--- src/rtl/bp_pkg.sv ---
// Branch-prediction shared definitions: default widths, PC step and the
// ID/EX branch metadata record used by the resolve unit, predictor and BTB.
package bp_pkg;

    localparam int XLEN_DEF = 32;
    localparam int PC_INC   = 4;

    typedef struct packed {
        logic                v;
        logic [XLEN_DEF-1:0] pc;
        logic                pred_taken;
        logic [XLEN_DEF-1:0] pred_target;
    } br_meta_t;

endpackage

--- src/rtl/sat_counter.sv ---
// Event counter that sticks at all-ones instead of wrapping.
module sat_counter #(
    parameter int CNT_W = 32
) (
    input  logic             clk,
    input  logic             rst,
    input  logic             inc,
    output logic [CNT_W-1:0] count
);

    always_ff @(posedge clk) begin
        if (rst) begin
            count <= '0;
        end else if (inc && (count != '1)) begin
            count <= count + CNT_W'(1);
        end
    end

endmodule

--- src/rtl/branch_resolve_unit.sv ---
// ID->EX branch resolution: holds the predictor's decision, detects mispredicts
// in EX, produces the fetch redirect, predictor training pulses and statistics.
module branch_resolve_unit
    import bp_pkg::*;
#(
    parameter int XLEN  = bp_pkg::XLEN_DEF,
    parameter int CNT_W = 32
) (
    input  logic             clk,
    input  logic             rst,
    input  logic             stall,
    input  logic             flush_in,
    input  logic             id_valid,
    input  logic             id_is_branch,
    input  logic [XLEN-1:0]  id_pc,
    input  logic             id_predict_taken,
    input  logic [XLEN-1:0]  id_pred_target,
    input  logic             ex_taken,
    input  logic [XLEN-1:0]  ex_target,
    output logic             ex_branch_valid,
    output logic             mispredict,
    output logic [XLEN-1:0]  redirect_pc,
    output logic             upd_is_branch,
    output logic             upd_taken,
    output logic [CNT_W-1:0] cnt_branch,
    output logic [CNT_W-1:0] cnt_mispredict
);

    // The metadata record is sized by the package, so the core width must match it.
    if (XLEN != XLEN_DEF) begin : g_xlen_check
        $error("branch_resolve_unit: XLEN must equal bp_pkg::XLEN_DEF");
    end

    br_meta_t ex_q;
    logic     live;
    logic     mismatch;

    // A branch is resolved exactly once: in the first EX cycle that is neither
    // stalled nor flushed. upd_is_branch/upd_taken are single-cycle pulses with
    // no back-pressure; the predictor must accept them in that cycle.
    assign live            = ex_q.v & ~stall & ~flush_in;
    assign ex_branch_valid = ex_q.v & ~flush_in;

    assign mismatch = (ex_q.pred_taken != ex_taken) |
                      (ex_q.pred_taken & ex_taken & (ex_q.pred_target != ex_target));

    assign mispredict    = live & mismatch;
    assign upd_is_branch = live;
    assign upd_taken     = live & ex_taken;

    always_comb begin
        redirect_pc = '0;
        if (mispredict) begin
            redirect_pc = ex_taken ? ex_target : (ex_q.pc + XLEN_DEF'(PC_INC));
        end
    end

    // A mispredict kills the wrong-path instruction sitting in ID this cycle.
    always_ff @(posedge clk) begin
        if (rst) begin
            ex_q <= '0;
        end else if (flush_in || mispredict) begin
            ex_q <= '0;
        end else if (!stall) begin
            ex_q.v           <= id_valid & id_is_branch;
            ex_q.pc          <= id_pc;
            ex_q.pred_taken  <= id_predict_taken;
            ex_q.pred_target <= id_pred_target;
        end
    end

    sat_counter #(.CNT_W(CNT_W)) u_cnt_branch (
        .clk   (clk),
        .rst   (rst),
        .inc   (live),
        .count (cnt_branch)
    );

    sat_counter #(.CNT_W(CNT_W)) u_cnt_mispredict (
        .clk   (clk),
        .rst   (rst),
        .inc   (mispredict),
        .count (cnt_mispredict)
    );

endmodule

--- config.mk ---
export PLATFORM = sky130hd
export DESIGN_NAME = branch_resolve_unit
export DESIGN_NICKNAME = d
export VERILOG_FILES = /design/src/rtl/bp_pkg.sv /design/src/rtl/sat_counter.sv /design/src/rtl/branch_resolve_unit.sv
export SDC_FILE = /design/constraint.sdc
export NUM_CORES = 1
export LEC_CHECK = 0
export ABC_CLOCK_PERIOD_IN_PS = 6520
export CAP_MARGIN = 20
export CORE_AREA = 10 10 129 131
export CTS_CLUSTER_DIAMETER = 120
export DETAILED_ROUTE_END_ITERATION = 10
export DIE_AREA = 0 0 139 141
export HOLD_SLACK_MARGIN = 0.1
export PLACE_DENSITY = 0.84
export SYNTH_ARGS = -nofsm -noshare
export SYNTH_HDL_FRONTEND = slang
export SYNTH_SLANG_ARGS = --single-unit
--- constraint.sdc ---
create_clock -name clk -period 6.52 [get_ports clk]
set_input_delay 1.956 -clock clk [delete_from_list [all_inputs] [get_ports clk]]
set_output_delay 1.956 -clock clk [all_outputs]
set_load 0.02 [all_outputs]
* After elaboration in Yosys (flattened, before gate mapping) *
Cells that the tools add are included.

word-level totals
  register bits = 130
  input port bits = 104
  output and inout bits = 100
  word-level logic and storage cells = 30
  memories kept = 0
  memory bits (writable) = 0
  bits in read-only memories = 0
  latch bits = 0

operators by class
  reductions and logical operators = 4
  shifts and indexed selects = 0
  multiplexer cells = 2
  eq/ne operators = 4
  $lt $le $gt $ge = 0
  add/subtract/negate cells = 3
  bitwise operators = 11
  div/mod/pow operators = 0
  $mul = 0

operator list
  cell                                                             count
  32-bit by 1-bit adder with 32-bit output, second input constant  2
  32-bit two-way mux                                               2
  32-bit inequality test, second input constant                    2
  32-bit by 3-bit adder with 32-bit output, second input constant  1
  32-bit inequality test                                           1
  1-bit AND                                                        8
  1-bit logical AND                                                2
  1-bit inverter                                                   2
  2-bit OR reduction                                               1
  1-bit logical OR                                                 1
  1-bit inequality test                                            1
  1-bit OR                                                         1

* Logic depth before layout (Yosys ltp) *
  word-level depth = 6
  depth in mapped cells = 10
  mapped depth without buffers = 7

* Hierarchy *
Synthesis repeated with hierarchy kept, for this count alone.

unflattened totals
  cell total of the unflattened synthesis = 893
  area, all modules = 7,792.5 sq um

modules (own cells, without submodules)
  module               sequential area each (sq um)  cells an instance  instances  area each (sq um)
  branch_resolve_unit  1,321.3                       495                1          4,444.3
  sat_counter          640.6                         199                2          1,674.1

* Worst setup path after synthesis *
OpenSTA, ideal clock, no wires.

  path type = input to output
  from = input port flush_in
  to = output port redirect_pc[10]
  arrival = 3.517 ns
  setup slack = 1.047 ns
  cell stages on the path = 9
  buffers on the path = 4
  required time = 4.564 ns
  path through = nor2b_2 > nor2b_1 > buf_4 > and2_1 > a31oi_1 > buf_2 > buf_2 > buf_2 > nor2_1

on the way
  word-level cells in the longest chain between the ends = 4

RTL lines
  element             line                       text
  start: declaration  branch_resolve_unit.sv:12  input logic flush_in,
  1-bit inverter      branch_resolve_unit.sv:41  assign live = ex_q.v & ~stall & ~flush_in;
  1-bit AND           branch_resolve_unit.sv:41
  net upd_is_branch   branch_resolve_unit.sv:23  output logic upd_is_branch,
  1-bit AND           branch_resolve_unit.sv:47  assign mispredict = live & mismatch;
  32-bit two-way mux  branch_resolve_unit.sv:53  if (mispredict) begin
  end: declaration    branch_resolve_unit.sv:22  output logic [XLEN-1:0] redirect_pc,

The timed path passes the listed nets, and every way through them passes these cells.

* Final worst setup path *
  from = input port ex_target[26]
  to = output port redirect_pc[19]

on the way
  word-level cells in the longest chain between the ends = 5

RTL lines
  element                 line                       text
  start: declaration      branch_resolve_unit.sv:19  input logic [XLEN-1:0] ex_target,
  32-bit inequality test  branch_resolve_unit.sv:45  (ex_q.pred_taken & ex_taken & (ex_q.pred_target != ex_target));
  1-bit AND               branch_resolve_unit.sv:45
  1-bit OR                branch_resolve_unit.sv:44  assign mismatch = (ex_q.pred_taken != ex_taken) |
  1-bit AND               branch_resolve_unit.sv:47
  32-bit two-way mux      branch_resolve_unit.sv:53

Every way passes these cells.

==> impl_metrics.toml <==
[global_routing]
antenna_found_initial = 1
grt_pass1_vias = 6332
grt_max_degree = 69
grt_pass1_wl_um = 33000
gr-usage-all-layers_pct = 20.4
overflow = 0

[clock_tree]
clockBufferDepth = 2
htree_levels = 4
numCtsBuffers = 17
cts_tree = "done"
root_buffer = "clkbuf_16"
insertion_delay_ns = 0.42
clk_pin_slew_ns = 0.06
cts.sinks = 130

[power_and_ir_drop]
power_density_nw_per_um2 = 196
finalPower_mw = 1.88
vdd_drop_max_mv = 0.176
p_leak_nw = 3.43

[sta]
max_freq_ghz = 0.157
fin_skew_ns = 0.0122
slew_headroom_pct = 30.5
drv_slew = 0
setup_viol = 0
hold_violations = 0
min_period_ns = 6.35
rsz0062_at_grt = "no"
tightest_slew_ns = 1.04
tns_ns = 0
min_period_over_period_pct = 97.4

[final_layout]
antennaDiodeCount = 0
postLayoutCoreUtil_pct = 67.5
layout_common_cells = "clkdlybuf4s50_1 (200), nor2_1 (154), dfxtp_1 (130), mux2i_1 (82), xnor2_1 (61)"
final_common_cell = "clkdlybuf4s50_1"
final_nets = 1107
area_delta_synth_final_pct = 38.8
final_layout_size_suffix_gt1_share_pct = 5.93

[yosys]
synth-edff-count = 0
synth_compound_area_share_pct = 8.44
synth_top_family_by_area = "simple AND/OR/NAND/NOR gates"
synthSimpleGateAreaFrac_pct = 26.2
synth_area_um2 = 6910
synth_cell_type_count = 42
synthCells = 817
syn_nets = 925
synth_flop_cell = "dfxtp_1"
synth_fa_ha_area_share_pct = 0.725
syn_avg_cell_area_um2 = 8.46
yosys_warnings = 0
async_flop_share_pct = 0
synthXorXnorAreaFrac_pct = 10.9
synthMuxAreaShare_pct = 12.4
synth-seq-cells = 130
ys_seq_area_share_pct = 37.7

[min_path]
hp-class = "register to register"

[placed_design]
dp_hpwl_um = 15400
routabilityCongestion = 0.850
portBuffers = 203

[worst_setup_path]
cp.required_ns = 4.56
worst-r2r-setup-slack_ns = 3.62
critPathMaxFanout = 22
crit_type = "input pin to output port"
crit_path_end_kind = "output port"
cp-start-kind = "input pin"
critPathArrivalTime_ns = 4.39

[floorplan]
die_area_um2 = 19600
io_pins = 204
die_w_um = 139
row_count = 44
start_util_pct = 48.6
die_h_um = 141
core_area_um2 = 14200

[detailed_routing]
routed_wl_um = 20800
via_count = 6561
drc_errors = 0
dr.pass1.iters = 5
drtAntennaViolNets = 0
routed_via_density = 5.49
routedWlPerCell_um = 17.4
drt_iter0_drc = 449

[flow_run]
maxCapViolations = 0

[outcome]
status = "finished, final reports clean"
==> synth_stat cells, drive strengths merged (2+ instances only) <==
| cell type | instances | area share (%) |
|---|---|---|
| mux2 | 3 | 0.49 |
| o21ai | 19 | 1.4 |
| xor2 | 24 | 3.0 |
| nand2 | 33 | 1.8 |
| and4 | 9 | 1.1 |
| buf | 23 | 1.9 |
| nor2b | 6 | 0.58 |
| xnor2 | 62 | 7.9 |
| nand3 | 36 | 2.9 |
| ha | 4 | 0.72 |
| o31ai | 17 | 2.0 |
| dfxtp | 130 | 38 |
| o21ba | 2 | 0.29 |
| clkbuf | 27 | 1.5 |
| o31a | 2 | 0.25 |
| or4 | 16 | 1.7 |
| and2 | 7 | 0.63 |
| o2111ai | 6 | 0.76 |
| nor4 | 7 | 0.63 |
| inv | 5 | 0.27 |
| nand4 | 35 | 3.4 |
| and3 | 22 | 2.0 |
| nor2 | 155 | 8.5 |
| or3 | 17 | 1.5 |
| mux2i | 82 | 12 |
| a21oi | 47 | 3.4 |
| nor3 | 16 | 1.2 |
==> sequential cells by signal, summed over array words and instances, names as in the netlist <==
signal	count
u_cnt_branch.count	32
u_cnt_mispredict.count	32
ex_q	66
==> per-stage QoR <==
step                      setup WS (ns)  instances  hold slack, ns  instance area, um^2
after CTS                        0.0941       1195           0.499                 9570
after floorplan                    1.05        817           0.450                 6910
final                             0.169       1196           0.500                 9590
after detailed placement          0.105       1163           0.487                 9020
after global routing             0.0565       1196           0.535                 9590
after global placement           0.0888       1163           0.468                 9020
==> area by class of cell <==
class,count,area [um^2]
clock buffers,21,460
clock inverters,11,87.6
fillers,1209,4610
inverters,5,18.8
multi-input cells,632,4080
flip-flops and latches,130,2600
well taps,184,230
repair buffers,213,2110
==> worst max-delay path, cell delays in order <==
cell	delay, ns
clkdlybuf4s50_1	0.46
xnor2_2	0.25
nand4_1	0.18
nor4_1	0.32
nand2_1	0.13
a31oi_4	0.27
buf_12	0.20
nor2_1	0.08
clkdlybuf4s50_1	0.54
==> cells by family after synthesis <==
kind of cell / count (synthesis)
XOR/XNOR: 86
flip-flops: 130
buffers and inverters: 55
adder cells (fa/ha/maj): 4
multiplexers: 85
AO/OA/AOI/OAI: 96
AND/OR/NAND/NOR: 361
==> where the power goes <==
group	switching [mW]	internal, mW
logic	0.0749	0.0987
clock network	0.350	0.538
registers	0.0125	0.808
total	0.438	1.45
==> routing by layer <==
layer | global-route usage [%] | vias up | share of wire, %
met1 | 23.5 | 3075 | 41
li1 | - | 3254 | -
met4 | 6.04 | 2 | 1.3
met2 | 34.0 | 210 | 49
met3 | 8.40 | 20 | 8.9
met5 | 0 | - | 0.062
==> timing repair <==
item / 4_1_cts / 5_1_grt
setup endpoints to repair: 0 / 31
hold buffers: 0 / 0
resized for setup: 0 / 1
hold endpoints to repair: 0 / 0
buffers inserted: 0 / 0
==> worst paths after layout <==
path | start | end | cells past startpoint
max | ex_target[26] | redirect_pc[19] | 9
max reg2reg | ex_q[26] | ex_q[20] | 10
min | ex_q[65] | ex_q[65] | 2
min reg2reg | ex_q[65] | ex_q[65] | 2
(Power assumes the default switching activity.)
